## config.mk

```make
export PLATFORM = sky130hd
export DESIGN_NAME = intr_ctrl_flat
export DESIGN_NICKNAME = d
export VERILOG_FILES = /design/src/rtl/intr_ctrl_if.sv /design/src/rtl/intr_ctrl.sv /design/src/flat_wrapper.sv
export SDC_FILE = /design/constraint.sdc
export NUM_CORES = 1
export LEC_CHECK = 0
export BUFFER_PORTS_ARGS = -buffer_cell sky130_fd_sc_hd__clkbuf_2
export CELL_PAD_IN_SITES_DETAIL_PLACEMENT = 1
export CELL_PAD_IN_SITES_GLOBAL_PLACEMENT = 2
export CORE_ASPECT_RATIO = 0.6
export CORE_MARGIN = 2
export CORE_UTILIZATION = 30
export CTS_CLUSTER_SIZE = 14
export DETAILED_ROUTE_END_ITERATION = 16
export PLACE_DENSITY = 0.88
export SLEW_MARGIN = 20
export SYNTH_ARGS = -nofsm -noshare
export SYNTH_HDL_FRONTEND = slang
export SYNTH_SLANG_ARGS = --single-unit
```

## constraint.sdc

```tcl
create_clock -name clk -period 1.3 [get_ports clk]
set_input_delay 0.195 -clock clk [delete_from_list [all_inputs] [get_ports clk]]
set_output_delay 0.195 -clock clk [all_outputs]
set_load 0.02 [all_outputs]
```

## src/rtl/intr_ctrl_if.sv

```systemverilog
// rtl/intr_ctrl_if.sv - event source, software control and CPU request bundle for intr_ctrl
interface intr_ctrl_if #(
    parameter int INTR_NUM = 8,
    parameter int ID_W     = 3
);
    logic [INTR_NUM-1:0]   intr_src;
    logic [2*INTR_NUM-1:0] intr_mode;
    logic [INTR_NUM-1:0]   intr_en;
    logic                  intr_clr;
    logic [INTR_NUM-1:0]   intr_clr_sel;
    logic [INTR_NUM-1:0]   intr_sig;
    logic                  irq;
    logic [ID_W-1:0]       irq_id;
    logic                  irq_ack;

    // Sources, software and core side
    modport master (
        output intr_src, intr_mode, intr_en, intr_clr, intr_clr_sel, irq_ack,
        input  intr_sig, irq, irq_id
    );

    // Interrupt controller side
    modport slave (
        input  intr_src, intr_mode, intr_en, intr_clr, intr_clr_sel, irq_ack,
        output intr_sig, irq, irq_id
    );
endinterface

```

## src/rtl/intr_ctrl.sv

```systemverilog
// rtl/intr_ctrl.sv - multi-channel interrupt controller with run-time trigger modes and id/ack handshake
module intr_ctrl #(
    parameter int INTR_NUM    = 8,
    parameter int ID_W        = 3,
    parameter int SYNC_STAGES = 2
) (
    input  logic       clk,
    input  logic       rst,
    intr_ctrl_if.slave bus
);
    typedef enum logic {IDLE, BUSY} state_t;

    logic [INTR_NUM-1:0] s;
    logic [INTR_NUM-1:0] prev_q;
    logic [INTR_NUM-1:0] sig_q, sig_d;
    logic [INTR_NUM-1:0] ev, set_v, clr_v, req, id_hot;
    logic                cur_req;
    logic [ID_W-1:0]     next_id;
    logic                irq_q;
    logic [ID_W-1:0]     irq_id_q;
    state_t              state_q;

    generate
        if (SYNC_STAGES == 0) begin : g_nosync
            assign s = bus.intr_src;
        end else begin : g_sync
            logic [INTR_NUM-1:0] sync_q [SYNC_STAGES];

            // Shift raw sources through the synchroniser chain
            always_ff @(posedge clk or posedge rst) begin
                if (rst) begin
                    for (int i = 0; i < SYNC_STAGES; i++) sync_q[i] <= '0;
                end else begin
                    sync_q[0] <= bus.intr_src;
                    for (int i = 1; i < SYNC_STAGES; i++) sync_q[i] <= sync_q[i-1];
                end
            end

            assign s = sync_q[SYNC_STAGES-1];
        end
    endgenerate

    // Previous value tracks every channel so mode changes never fake an edge
    always_ff @(posedge clk or posedge rst) begin
        if (rst) prev_q <= '0;
        else     prev_q <= s;
    end

    // Event detection, pending set/clear and arbitration inputs
    always_comb begin
        ev      = '0;
        clr_v   = '0;
        id_hot  = '0;
        next_id = '0;
        for (int j = 0; j < INTR_NUM; j++) begin
            case (bus.intr_mode[2*j +: 2])
                2'b00:   ev[j] = ~prev_q[j] & s[j];
                2'b01:   ev[j] = prev_q[j] & ~s[j];
                2'b10:   ev[j] = s[j];
                default: ev[j] = ~s[j];
            endcase
            id_hot[j] = (irq_id_q == ID_W'(j));
            clr_v[j]  = (bus.intr_clr & bus.intr_clr_sel[j]) |
                        ((state_q == BUSY) & bus.irq_ack & id_hot[j]);
        end
        set_v   = ev & bus.intr_en;
        sig_d   = (sig_q & ~clr_v) | set_v;
        req     = sig_q & bus.intr_en;
        cur_req = |(req & id_hot);
        // Descending scan so the lowest requesting index is the one left standing
        for (int j = INTR_NUM - 1; j >= 0; j--) begin
            if (req[j]) next_id = ID_W'(j);
        end
    end

    // Pending flags
    always_ff @(posedge clk or posedge rst) begin
        if (rst) sig_q <= '0;
        else     sig_q <= sig_d;
    end

    // Presentation FSM: pick in IDLE, hold id in BUSY until ack or withdrawal
    always_ff @(posedge clk or posedge rst) begin
        if (rst) begin
            state_q  <= IDLE;
            irq_q    <= 1'b0;
            irq_id_q <= '0;
        end else begin
            case (state_q)
                IDLE: begin
                    if (|req) begin
                        irq_id_q <= next_id;
                        irq_q    <= 1'b1;
                        state_q  <= BUSY;
                    end
                end
                BUSY: begin
                    if (bus.irq_ack || !cur_req) begin
                        irq_q   <= 1'b0;
                        state_q <= IDLE;
                    end
                end
                default: begin
                    irq_q   <= 1'b0;
                    state_q <= IDLE;
                end
            endcase
        end
    end

    assign bus.intr_sig = sig_q;
    assign bus.irq      = irq_q;
    assign bus.irq_id   = irq_id_q;
endmodule
```

## src/flat_wrapper.sv

```systemverilog
// flat-port wrapper written by rule: the top's interface ports become plain ports
module intr_ctrl_flat 
#(
    parameter int INTR_NUM    = 8,
    parameter int ID_W        = 3,
    parameter int SYNC_STAGES = 2
)
  (clk, rst, bus_intr_src, bus_intr_mode, bus_intr_en, bus_intr_clr, bus_intr_clr_sel, bus_irq_ack, bus_intr_sig, bus_irq, bus_irq_id);
  intr_ctrl_if #(.INTR_NUM(INTR_NUM), .ID_W(ID_W)) bus_i ();
  input  logic clk;
  input  logic rst;
  input wire logic [$bits(bus_i.intr_src)-1:0] bus_intr_src;
  input wire logic [$bits(bus_i.intr_mode)-1:0] bus_intr_mode;
  input wire logic [$bits(bus_i.intr_en)-1:0] bus_intr_en;
  input wire logic [$bits(bus_i.intr_clr)-1:0] bus_intr_clr;
  input wire logic [$bits(bus_i.intr_clr_sel)-1:0] bus_intr_clr_sel;
  input wire logic [$bits(bus_i.irq_ack)-1:0] bus_irq_ack;
  output wire logic [$bits(bus_i.intr_sig)-1:0] bus_intr_sig;
  output wire logic [$bits(bus_i.irq)-1:0] bus_irq;
  output wire logic [$bits(bus_i.irq_id)-1:0] bus_irq_id;
  assign bus_i.intr_src = bus_intr_src;
  assign bus_i.intr_mode = bus_intr_mode;
  assign bus_i.intr_en = bus_intr_en;
  assign bus_i.intr_clr = bus_intr_clr;
  assign bus_i.intr_clr_sel = bus_intr_clr_sel;
  assign bus_i.irq_ack = bus_irq_ack;
  assign bus_intr_sig = bus_i.intr_sig;
  assign bus_irq = bus_i.irq;
  assign bus_irq_id = bus_i.irq_id;
  intr_ctrl #(.INTR_NUM(INTR_NUM), .ID_W(ID_W), .SYNC_STAGES(SYNC_STAGES)) u_core (.clk(clk), .rst(rst), .bus(bus_i));
endmodule
```

-- After elaboration in Yosys (flattened, before gate mapping)
Cells that the tools add are included.
- equal/unequal tests: 25
- reduce and logical (&&, ||, !) cells: 15
- muxes and demuxes: 22
- bitwise operators: 64
- operator list (operator ; count):
    $and A1 B1 Y1 ; 33
    $and A8 B8 Y8 ; 4
    $mux W3 ; 8
    $pmux W1 S3 ; 8
    $not A1 Y1 ; 17
    $eq A2 B1 Y1 const B ; 8
    $eq A2 B2 Y1 const B ; 8
    $logic_not A2 Y1 ; 8
    $reduce_or A8 Y1 ; 2
    $eq A3 B3 Y1 const B ; 4
    $not A8 Y8 ; 1
    $or A1 B1 Y1 ; 8
    $or A8 B8 Y8 ; 1
    $eq A3 B2 Y1 const B ; 2
    $mux W1 ; 4
    $pmux W1 S2 ; 2
    $reduce_and A2 Y1 ; 2
    $eq A3 B1 Y1 const B ; 1
    $logic_not A3 Y1 ; 1
    $ne A2 B1 Y1 const B ; 1
    $ne A2 B2 Y1 const B ; 1
    $logic_not A1 Y1 ; 1
    $logic_or A1 B1 Y1 ; 1
- bits in registers: 37
- word-level logic and storage cells: 133
- bits of input ports: 44
- output and inout port bits: 12

-- Logic depth before layout (Yosys ltp)
Gate-level depths: netlist of the first run.
- word-level depth: 9
- depth in mapped cells: 5
- gate-level depth less buffers: 4

-- Worst setup path before layout of the first run
OpenSTA, ideal clock, no wires.
- kind: reg2reg
- start: register u_core.irq_id_q[2], in the netlist u_core.bus.irq_id[2]
- end: register u_core.state_q
- buffers on the path: 1
- library setup time: 0.094 ns
- arrival: 1.188 ns
- clock period less this slack: 1.282 ns
- stages on the path, launching flop included: 5
- path slack: 0.018 ns
- data required time: 1.206 ns
- path through: dfrtp_1 buf_6 o311ai_2 a21oi_2 a221oi_2
- longest elaborated chain between the ends: 7
- elaborated cells between the ends (all ways): 14
- those cells by class: eq/ne (7); mux (2); bitwise (1); reduce/logical (4)
- ends and longest elaborated chain (element ; RTL line ; RTL):
    start: declaration ; intr_ctrl.sv:20 ; logic [ID_W-1:0] irq_id_q;
    start signal: assignment ; intr_ctrl.sv:92 ; irq_id_q <= next_id;
    $eq A3 B1 Y1, or another cell as far along ; intr_ctrl.sv:62 ; id_hot[j] = (irq_id_q == ID_W'(j));
    $and A8 B8 Y8 * ; intr_ctrl.sv:69 ; cur_req = |(req & id_hot);
    $reduce_or A8 Y1 * ; intr_ctrl.sv:69 ;
    $logic_not A1 Y1 * ; intr_ctrl.sv:98 ; if (bus.irq_ack || !cur_req) begin
    $logic_or A1 B1 Y1 * ; intr_ctrl.sv:98 ;
    $mux W1 * ; intr_ctrl.sv:98 ;
    $pmux W1 S2 * ; intr_ctrl.sv:89 ; case (state_q)
    end signal: assignment ; intr_ctrl.sv:94 ; state_q <= BUSY;
    end signal: assignment ; intr_ctrl.sv:100 ; state_q <= IDLE;
    end signal: assignment ; intr_ctrl.sv:105 ; state_q <= IDLE;
    end: declaration ; intr_ctrl.sv:21 ; state_t state_q;
Every way passes the cells marked *; elsewhere a longest branch is shown, timed or not.
A chain may end at the register's enable or synchronous reset.

-- Worst setup path after layout of the first run
Ends and elaborated chain as after synthesis.

==> results of run 1 <==
-- power groups by stage --
| stage | Combinational [mW] | Sequential [mW] | Clock, mW |
|---|---|---|---|
| 3_3_place_gp | 1.45 | 1.57 | 0 |
| 2_1_floorplan | 0.711 | 1.67 | 0 |
| 6_report | 1.79 | 1.53 | 1.00 |
| 4_1_cts | 1.72 | 1.51 | 1.02 |
| 3_5_place_dp | 1.49 | 1.59 | 0 |
| 5_1_grt | 1.97 | 1.55 | 1.08 |
-- worst reg2reg max path, delay by kind of cell, from the launching register on --
family | cells | cell delay (ns)
AOI/OAI and AO/OA | 3 | 0.60
DFF | 1 | 0.46
buffers and inverters | 1 | 0.15
-- cell families after synthesis --
| kind of cell | share of synthesized area, % |
|---|---|
| AO/OA/AOI/OAI | 19.7 |
| XOR/XNOR | 8.67 |
| buffers and inverters | 2.09 |
| flip-flops | 57.3 |
| AND/OR/NAND/NOR | 12.3 |
-- registers in the layout (all words and copies together) (netlist names) --
name                  count
u_core.bus.intr_sig       8
u_core.s                  8
u_core.bus.irq            1
u_core.g_sync.sync_q      8
u_core.bus.irq_id         3
u_core.prev_q             8
u_core.state_q            1
-- layout by cell type (no fill, tap or decap), types with 2 or more instances in the layout --
cell type,n
sky130_fd_sc_hd__a21oi_1,5
sky130_fd_sc_hd__o211ai_1,14
sky130_fd_sc_hd__o311ai_2,2
sky130_fd_sc_hd__nor2_1,5
sky130_fd_sc_hd__buf_6,2
sky130_fd_sc_hd__nand4b_1,2
sky130_fd_sc_hd__a32oi_1,2
sky130_fd_sc_hd__inv_1,3
sky130_fd_sc_hd__a22oi_2,4
sky130_fd_sc_hd__clkbuf_2,55
sky130_fd_sc_hd__dfrtp_1,34
sky130_fd_sc_hd__xnor2_1,8
sky130_fd_sc_hd__nand3b_1,3
sky130_fd_sc_hd__o21ai_1,4
sky130_fd_sc_hd__dlygate4sd3_1,7
sky130_fd_sc_hd__nand2b_1,2
sky130_fd_sc_hd__xor2_1,8
sky130_fd_sc_hd__dfrtp_2,3
sky130_fd_sc_hd__buf_4,30
sky130_fd_sc_hd__nand2_1,24
sky130_fd_sc_hd__clkbuf_8,5
-- worst max-delay path by stage --
stage / start / end / slack [ns]
floorplan: u_core.bus.irq_id[2] / u_core.state_q / 0.02
global placement: u_core.bus.irq_id[2] / u_core.state_q / -0.08
detailed placement: u_core.bus.irq_id[2] / u_core.state_q / -0.11
CTS: u_core.bus.irq_id[2] / u_core.state_q / 0.005
global route: u_core.bus.irq_id[0] / u_core.state_q / -0.08
finish: u_core.bus.irq_id[2] / u_core.state_q / -0.005
-- through the flow --
stage | setup slack [ns] | area (um2) | power [mW] | hold WS (ns)
finish | -0.00500 | 2420 | 4.33 | -0.0164
global route | -0.0778 | 2420 | 4.60 | 0.00599
CTS | 0.00477 | 2310 | 4.25 | 0.00199
detailed placement | -0.108 | 2140 | 3.07 | 0.306
global placement | -0.0797 | 2140 | 3.02 | 0.303
floorplan | 0.0185 | 1620 | 2.38 | 0.226
-- what timing repair did --
item | in CTS | in global routing
pin swaps | 2 | 3
endpoints found under the setup margin | 6 | 6
hold buffers | 0 | 7
hold endpoints to repair | 0 | 7
setup buffers | 5 | 2
resized for setup | 6 | 8
-- layer usage --
metal	vias up	share of wire [%]
met2	44	44
met5	-	0
met4	0	0.65
met3	5	5.9
li1	702	-
met1	714	49
-- final cells by class --
| class | instances | area, um2 | area share (%) |
|---|---|---|---|
| clock buffers | 6 | 72.6 | 2.99 |
| well taps | 66 | 82.6 | 3.41 |
| clock inverters | 2 | 38.8 | 1.60 |
| multi-input cells | 97 | 696 | 28.7 |
| flip-flops and latches | 37 | 930 | 38.4 |
| inverters | 3 | 11.3 | 0.465 |
| repair buffers | 94 | 593 | 24.5 |
==> out/qor.yml, run 1 <==
final_hold_viol_count: 28
kind_of_cell_adding_the_most_delay_to_the_critical_path: "compound AO/OA/AOI/OAI gates"
r2r.worst_path.cells: 4
maximum_number_of_pins_on_one_net_before_global_route_repair: 38
gp_congestion: 0.904
crit_chain: "buf_4 > o311ai_2 > a21oi_2 > a221oi_2"
synth.largest_area_cell: "sky130_fd_sc_hd__dfrtp_1"
die_area_um2: 6010
number_of_diodes_added_for_antenna_fixing: 0
setup.reg_to_reg.worst_slack_ns: -0.005
layout.cells.non_filler: 305
syn-instance-count: 140
wl_um: 4770
global_route_wire_length_before_repair_um: 8070
timing.critical_path.from_type: "flip-flop"
drive_gt1_share_pct: 46.0
p_leak_nw: 1.15
boundaryPins: 56
critical_path.slowest_cell: "sky130_fd_sc_hd__dfrtp_2"
critical_path.endpoint_type: "flip-flop"
overflow: 0
ys_seq_elements: 37
yosysWarningCount: 0
design.core.area_um2: 5130
clk_transition_reported_paths_ns: 0.08
critical_path_buf_inv_count: 1
seq_total_area_yosys_pct: 57.3
cts_num_sinks: 37
finalWorstSetupSlack_ns: -0.00500
syn2layout_area_growth_pct: 49.9
synth_enable_flop_cells: 0
grt_util_met3_pct: 4.49
clock_path_buffers: 2
transition_at_the_pin_with_the_smallest_max_transition_slack_ns: 0.467
synth_top_cells_by_area: "sky130_fd_sc_hd__dfrtp_1, sky130_fd_sc_hd__o211ai_1, sky130_fd_sc_hd__nand2_1, sky130_fd_sc_hd__xnor2_1, sky130_fd_sc_hd__xor2_1"
post-place-cells: 283
finalMaxSlewViolations: 0
wl_per_cell_um: 15.7
maxSlewHeadroom_pct: 68.9
pwr-share-comb_pct: 41.5
yosys.area.top_type_share_pct: 57.3
finClkSkew_ns: 0.0111
met1_usage_pct: 25.4
initialDrtViolationCount: 28
clk_latency_ns: 0.29
p_clk_share_pct: 23.2
globalRoute.busiestLayer: "met2"
post_drt_via_cell_ratio: 4.80
maxClockFrequency_mhz: 766
final_core_util_pct: 47.2
fin_nets: 282
pwr-share-seq_pct: 35.3
violated_checks: "hold timing, setup timing"
clk_root_buffer_cell: "sky130_fd_sc_hd__clkbuf_8"
setup-violations-final: 1
timing.rr.start: "u_core.bus.irq_id[2]"
cell_internal_pwr_mw: 2.77
timing.critical_path.required_ns: 1.49
synthDistinctLibCells: 31
numCtsBuffers: 5
holdCritPathClass: "input port to asynchronous set/reset pin"
placementRows: 20
critical_path_depth: 4
timing.rr.end: "u_core.state_q"
path_max_fanout: 6
grtUsageTotal_pct: 17.8
globalRouteMet2Util_pct: 27.5
port_buffers: 55
hold_ws_ns: -0.0164
postSynth.topFlopCell: "sky130_fd_sc_hd__dfrtp_1"
sw_frac_of_total_pct: 35.9
max_cap_violations: 0
crit_path_max_incr_delay_ns: 0.46
power-per-cell-area_nw_per_um2: 1780
finalCritPeriodShare_pct: 100
drc_errors: 0
totalNegativeSetupSlack_ns: -0.00500
grt_pass1_vias: 1598
worstPathArrival_ns: 1.50
synth_top_cells_by_count: "sky130_fd_sc_hd__dfrtp_1, sky130_fd_sc_hd__nand2_1, sky130_fd_sc_hd__o211ai_1, sky130_fd_sc_hd__xnor2_1, sky130_fd_sc_hd__xor2_1"
synth-async-reset-ratio_pct: 100
drt_first_pass_iters: 4
syn-mean-instance-area_um2: 11.5
number_of_vias_in_the_routed_layout: 1465
clock_tree_from_tritoncts: "yes"
die_h_um: 60.9
antenna_found_initial: 0
grt_setup_unrepaired: "yes"
fin_crit_ns: 1.30
peakVddDrop_uv: 693
chipWidth_um: 98.8
worst-setup-path-type: "flip-flop to flip-flop"
result_of_the_run: "complete, but fails checks"
hpwlAfterDp_um: 3720
power.switching_mw: 1.55
starting_density_of_the_core_pct: 31.5
final_antenna_net_count: 0
htree_levels: 2
postSynthNetCount: 184
synth.cell_area_um2: 1620
cell_with_the_most_instances_after_synthesis: "sky130_fd_sc_hd__dfrtp_1"
fillers: 592
Power figures use the tool's default switching activity.
==> run 2, diff against run 1 <==
==> constraint.sdc (replaced) <==
create_clock -name clk -period 1.3 [get_ports clk]
set_input_delay 0.13 -clock clk [delete_from_list [all_inputs] [get_ports clk]]
set_output_delay 0.13 -clock clk [all_outputs]
set_load 0.02 [all_outputs]
==> run 2 against run 1 <==
Compared with the run above: the flow finishes with violations (setup timing); setup slack worse by 0.056 ns; flip-flop and latch count is the same; via count increased by 3.8%; critical path type unchanged.
==> out/qor.yml, run 2 (same netlist as run 1, synthesis figures left out) <==
starting_density_of_the_core_pct: 31.5
setup-violations-final: 8
setup.reg_to_reg.worst_slack_ns: -0.06
worst-setup-path-type: "flip-flop to flip-flop"
initialDrtViolationCount: 58
fin_area_um2: 2490
design.core.area_um2: 5130
maxSlewHeadroom_pct: 67.7
numCtsBuffers: 5
drt_first_pass_iters: 4
maximum_number_of_pins_on_one_net_before_global_route_repair: 38
wl_um: 5350
fin_crit_ns: 1.36
path_max_fanout: 5
port_buffers: 55
timing.critical_path.from_type: "flip-flop"
worst_setup_ep: "u_core.state_q"
fillers: 583
violated_checks: "setup timing"
regArea_um2: 928
peakVddDrop_uv: 576
clk_root_buffer_cell: "sky130_fd_sc_hd__clkbuf_8"
htree_levels: 2
grtUsageTotal_pct: 17.5
final_hold_viol_count: 0
setup.worst_path.start: "u_core.bus.irq_id[2]"
worstPathArrival_ns: 1.57
drc_errors: 0
clk_transition_reported_paths_ns: 0.08
mostFrequentLayoutCell: "sky130_fd_sc_hd__clkbuf_2"
hpwlAfterDp_um: 3670
drive_gt1_share_pct: 45.9
grt_pass1_vias: 1489
finalCritPeriodShare_pct: 105
multi_input_comb_area_um2: 726
power-per-cell-area_nw_per_um2: 1820
result_of_the_run: "complete, but fails checks"
clk_latency_ns: 0.30
grt_setup_unrepaired: "yes"
totalNegativeSetupSlack_ns: -0.318
max_cap_violations: 0
die_area_um2: 6010
finClkSkew_ns: 0.00327
number_of_diodes_added_for_antenna_fixing: 0
timing.rr.end: "u_core.state_q"
die_h_um: 60.9
maxClockFrequency_mhz: 735
r2r.worst_path.cells: 5
placement.cell_area_um2: 2130
timing.critical_path.required_ns: 1.50
gp_congestion: 0.906
final_cell_mix: "sky130_fd_sc_hd__clkbuf_2, sky130_fd_sc_hd__dfrtp_1, sky130_fd_sc_hd__buf_4"
holdCritPathClass: "input port to flip-flop"
p_leak_nw: 1.17
number_of_vias_in_the_routed_layout: 1520
syn2layout_area_growth_pct: 54.2
antenna_found_initial: 0
clock_path_buffers: 2
fin_nets: 287
transition_at_the_pin_with_the_smallest_max_transition_slack_ns: 0.484
wl_per_cell_um: 17.2
overflow: 0
finalWorstSetupSlack_ns: -0.0612
boundaryPins: 56
critical_path.endpoint_type: "flip-flop"
post_drt_via_cell_ratio: 4.90
finalMaxSlewViolations: 0
clock_tree_from_tritoncts: "yes"
placementRows: 20
timing.rr.start: "u_core.bus.irq_id[2]"
cts_num_sinks: 37
chipWidth_um: 98.8
global_route_wire_length_before_repair_um: 7780
final_antenna_net_count: 0
## run 2: layout make-up
class | count | area share (%)
Multi-Input combinational cell | 97 | 29.1
Inverter | 3 | 0.452
Clock buffer | 6 | 2.91
Timing Repair Buffer | 99 | 25.4
Sequential cell | 37 | 37.2
Tap cell | 66 | 3.31
Clock inverter | 2 | 1.56
## run 2: repair_timing
| item | CTS | global route |
|---|---|---|
| hold endpoints to repair | 45 | 0 |
| buffers inserted | 3 | 8 |
| gates resized for setup | 4 | 13 |
| hold buffers | 9 | 0 |
| endpoints found under the setup margin | 7 | 6 |
| pin swaps | 3 | 6 |
## run 2: through the flow
stage | power, mW | cells | utilization (%) | worst slack, ns | hold WS, ns
2_1_floorplan | 2.38 | 140 | - | 0.0185 | 0.161
3_3_place_gp | 3.02 | 282 | 41.6 | -0.0727 | 0.238
3_5_place_dp | 3.05 | 282 | 41.6 | -0.109 | 0.240
4_1_cts | 4.16 | 302 | 46.1 | -0.0313 | 0.0628
5_1_grt | 4.79 | 310 | 48.6 | -0.145 | 0.0746
6_report | 4.53 | 310 | 48.6 | -0.0612 | 0.0839
## run 2: worst min path at each step
stage	startpoint	end	slack, ns	depth (start not counted)
2_1_floorplan	bus_intr_src[2]	u_core.g_sync.sync_q[10]	0.16	0
3_3_place_gp	rst	u_core.g_sync.sync_q[15]	0.24	3
3_5_place_dp	bus_intr_src[3]	u_core.g_sync.sync_q[11]	0.24	1
4_1_cts	bus_irq_ack	u_core.state_q	0.06	2
5_1_grt	bus_intr_mode[9]	u_core.bus.intr_sig[4]	0.07	3
6_report	bus_intr_mode[9]	u_core.bus.intr_sig[4]	0.08	3
## run 2: where the power goes
part           leakage [nW]  internal (mW)  switching [mW]
logic                 0.685          0.927            1.07
clock network        0.0554          0.576           0.435
registers             0.433           1.34           0.191
total                  1.17           2.84            1.69
## run 2: routing by layer
metal / up-vias / GRT usage (%) / share of wire (%)
met5: - / 0 / 0
met4: 0 / 3.52 / 0.43
met3: 4 / 6.91 / 4.3
met2: 40 / 24.6 / 46
met1: 763 / 25.6 / 49
li1: 713 / - / -
## run 2: critical path, cell delays in order (launching register included)
cell	delay, ns
sky130_fd_sc_hd__dfrtp_2	0.46
sky130_fd_sc_hd__buf_6	0.14
sky130_fd_sc_hd__nand4b_1	0.19
sky130_fd_sc_hd__o22ai_2	0.17
sky130_fd_sc_hd__a21oi_2	0.07
sky130_fd_sc_hd__a221oi_2	0.24
==> run 3, diff against run 2 <==
--- a/config.mk
+++ b/config.mk
@@ -9,11 +9,12 @@
 export CELL_PAD_IN_SITES_DETAIL_PLACEMENT = 1
 export CELL_PAD_IN_SITES_GLOBAL_PLACEMENT = 2
 export CORE_ASPECT_RATIO = 0.6
-export CORE_MARGIN = 2
+export CORE_MARGIN = 1
 export CORE_UTILIZATION = 30
 export CTS_CLUSTER_SIZE = 14
 export DETAILED_ROUTE_END_ITERATION = 16
 export PLACE_DENSITY = 0.88
+export RECOVER_POWER = 25
 export SLEW_MARGIN = 20
 export SYNTH_ARGS = -nofsm -noshare
 export SYNTH_HDL_FRONTEND = slang
==> run 3 against run 2 <==
Compared with the run above: the run still ends with setup timing left; largest power group unchanged; critical path type is now flip-flop to output port; flip-flop and latch count unchanged; non-clock buffer count fell by 6; worst hold slack better by 0.0069 ns; via count decreased by 2.4%; largest cell class unchanged; sequential share of layout area rose by 1.1 points; critical endpoint is now bus_irq_id[0]; routed wire length down 7.2%; first-iteration DRC count is 31% lower; clock skew grew 0.00083 ns; clock power down 17%; core utilization fell by 1.3 points; fmax is 3.2% higher.
==> out/qor.yml, run 3 (same netlist as run 1, synthesis figures left out) <==
mostFrequentLayoutCell: "sky130_fd_sc_hd__clkbuf_2"
peakVddDrop_uv: 514
global_route_wire_length_before_repair_um: 8050
overflow: 0
clk_latency_ns: 0.30
worstPathArrival_ns: 1.19
placementRows: 20
finalCritPeriodShare_pct: 101
timing.critical_path.required_ns: 1.17
transition_at_the_pin_with_the_smallest_max_transition_slack_ns: 0.473
max_cap_violations: 0
grt_pass1_vias: 1521
r2r.worst_path.cells: 5
port_buffers: 55
path_max_fanout: 5
place_ws_ns: -0.0644
boundaryPins: 56
die_h_um: 58.9
final_antenna_net_count: 0
clock_path_buffers: 2
final_hold_viol_count: 0
design.core.area_um2: 5130
fin_nets: 281
drt_first_pass_iters: 4
fin_crit_ns: 1.32
chipWidth_um: 96.8
drive_gt1_share_pct: 47.1
antenna_found_initial: 0
wl_um: 4960
number_of_vias_in_the_routed_layout: 1483
finClkSkew_ns: 0.00409
starting_density_of_the_core_pct: 31.5
hold_path_depth: 2
drc_errors: 0
initialDrtViolationCount: 40
post_drt_via_cell_ratio: 4.88
hpwlAfterDp_um: 3630
finalWorstSetupSlack_ns: -0.0190
route.met3.wl_um: 180
highest_routed_layer: "met4"
grt_setup_unrepaired: "yes"
power-per-cell-area_nw_per_um2: 1750
placement.cell_area_um2: 2110
maximum_number_of_pins_on_one_net_before_global_route_repair: 38
route.met2.wl_um: 2320
grtUsageTotal_pct: 19.0
timing.critical_path.from_type: "flip-flop"
maxClockFrequency_mhz: 758
final_core_util_pct: 47.3
fin_area_um2: 2430
totalNegativeSetupSlack_ns: -0.0297
critical_path.endpoint_type: "output port"
gp_congestion: 0.840
met1Wirelength_um: 2420
result_of_the_run: "complete, but fails checks"
setup-violations-final: 3
hold_ws_ns: 0.0908
syn2layout_area_growth_pct: 50.1
htree_levels: 2
clk_transition_reported_paths_ns: 0.08
layout.cells.non_filler: 304
cts_num_sinks: 37
p_leak_nw: 1.13
die_area_um2: 5700
power_after_layout_mw: 4.25
clock_tree_from_tritoncts: "yes"
number_of_diodes_added_for_antenna_fixing: 0
violated_checks: "setup timing"
final_cell_mix: "sky130_fd_sc_hd__clkbuf_2, sky130_fd_sc_hd__dfrtp_1, sky130_fd_sc_hd__buf_4"
holdCritPathClass: "input port to flip-flop"
numCtsBuffers: 5
maxSlewHeadroom_pct: 68.4
wl_per_cell_um: 16.3
finalMaxSlewViolations: 0
clk_root_buffer_cell: "sky130_fd_sc_hd__clkbuf_8"
post-place-cells: 279
worst-setup-path-type: "flip-flop to output port"
## run 3: repair_timing
action / CTS / global route
pin swaps: 1 / 8
resized for setup: 6 / 14
hold buffers: 9 / 0
hold endpoints to repair: 45 / 0
setup buffers: 3 / 5
setup endpoints to repair: 6 / 5
## run 3: routing by layer
metal | GRT usage (%) | vias up
met1 | 26.5 | 740
met4 | 3.84 | 0
met3 | 4.99 | 7
li1 | - | 703
met5 | 0 | -
met2 | 30.1 | 33
## run 3: cell type report
cell class	instances	area, um2
clock inverters	3	21.3
inverters	3	11.3
well taps	66	82.6
repair buffers	93	597
clock buffers	5	68.8
flip-flops and latches	37	931
fillers	583	2700
multi-input cells	97	714
## run 3: worst paths after layout
kind	start	endpoint	slack [ns]
max in group asynchronous	rst	u_core.bus.intr_sig[3]	0.47
hold reg to reg	u_core.g_sync.sync_q[12]	u_core.s[4]	0.35
min in group asynchronous	rst	u_core.g_sync.sync_q[15]	0.46
setup reg to reg	u_core.bus.irq_id[2]	u_core.bus.irq	-0.01
setup / recovery	u_core.bus.irq_id[0]	bus_irq_id[0]	-0.02
hold / removal	bus_irq_ack	u_core.state_q	0.09
## run 3: power by group
group / switching (mW) / internal [mW]
Combinational: 0.954 / 0.902
Clock: 0.462 / 0.381
Sequential: 0.206 / 1.34
Total: 1.62 / 2.62
## run 3: worst max-delay path, cell delays in order (launching register included)
cell and delay [ns]:
sky130_fd_sc_hd__dfrtp_2 0.45, sky130_fd_sc_hd__buf_2 0.17, sky130_fd_sc_hd__buf_4 0.13, sky130_fd_sc_hd__clkbuf_2 0.15
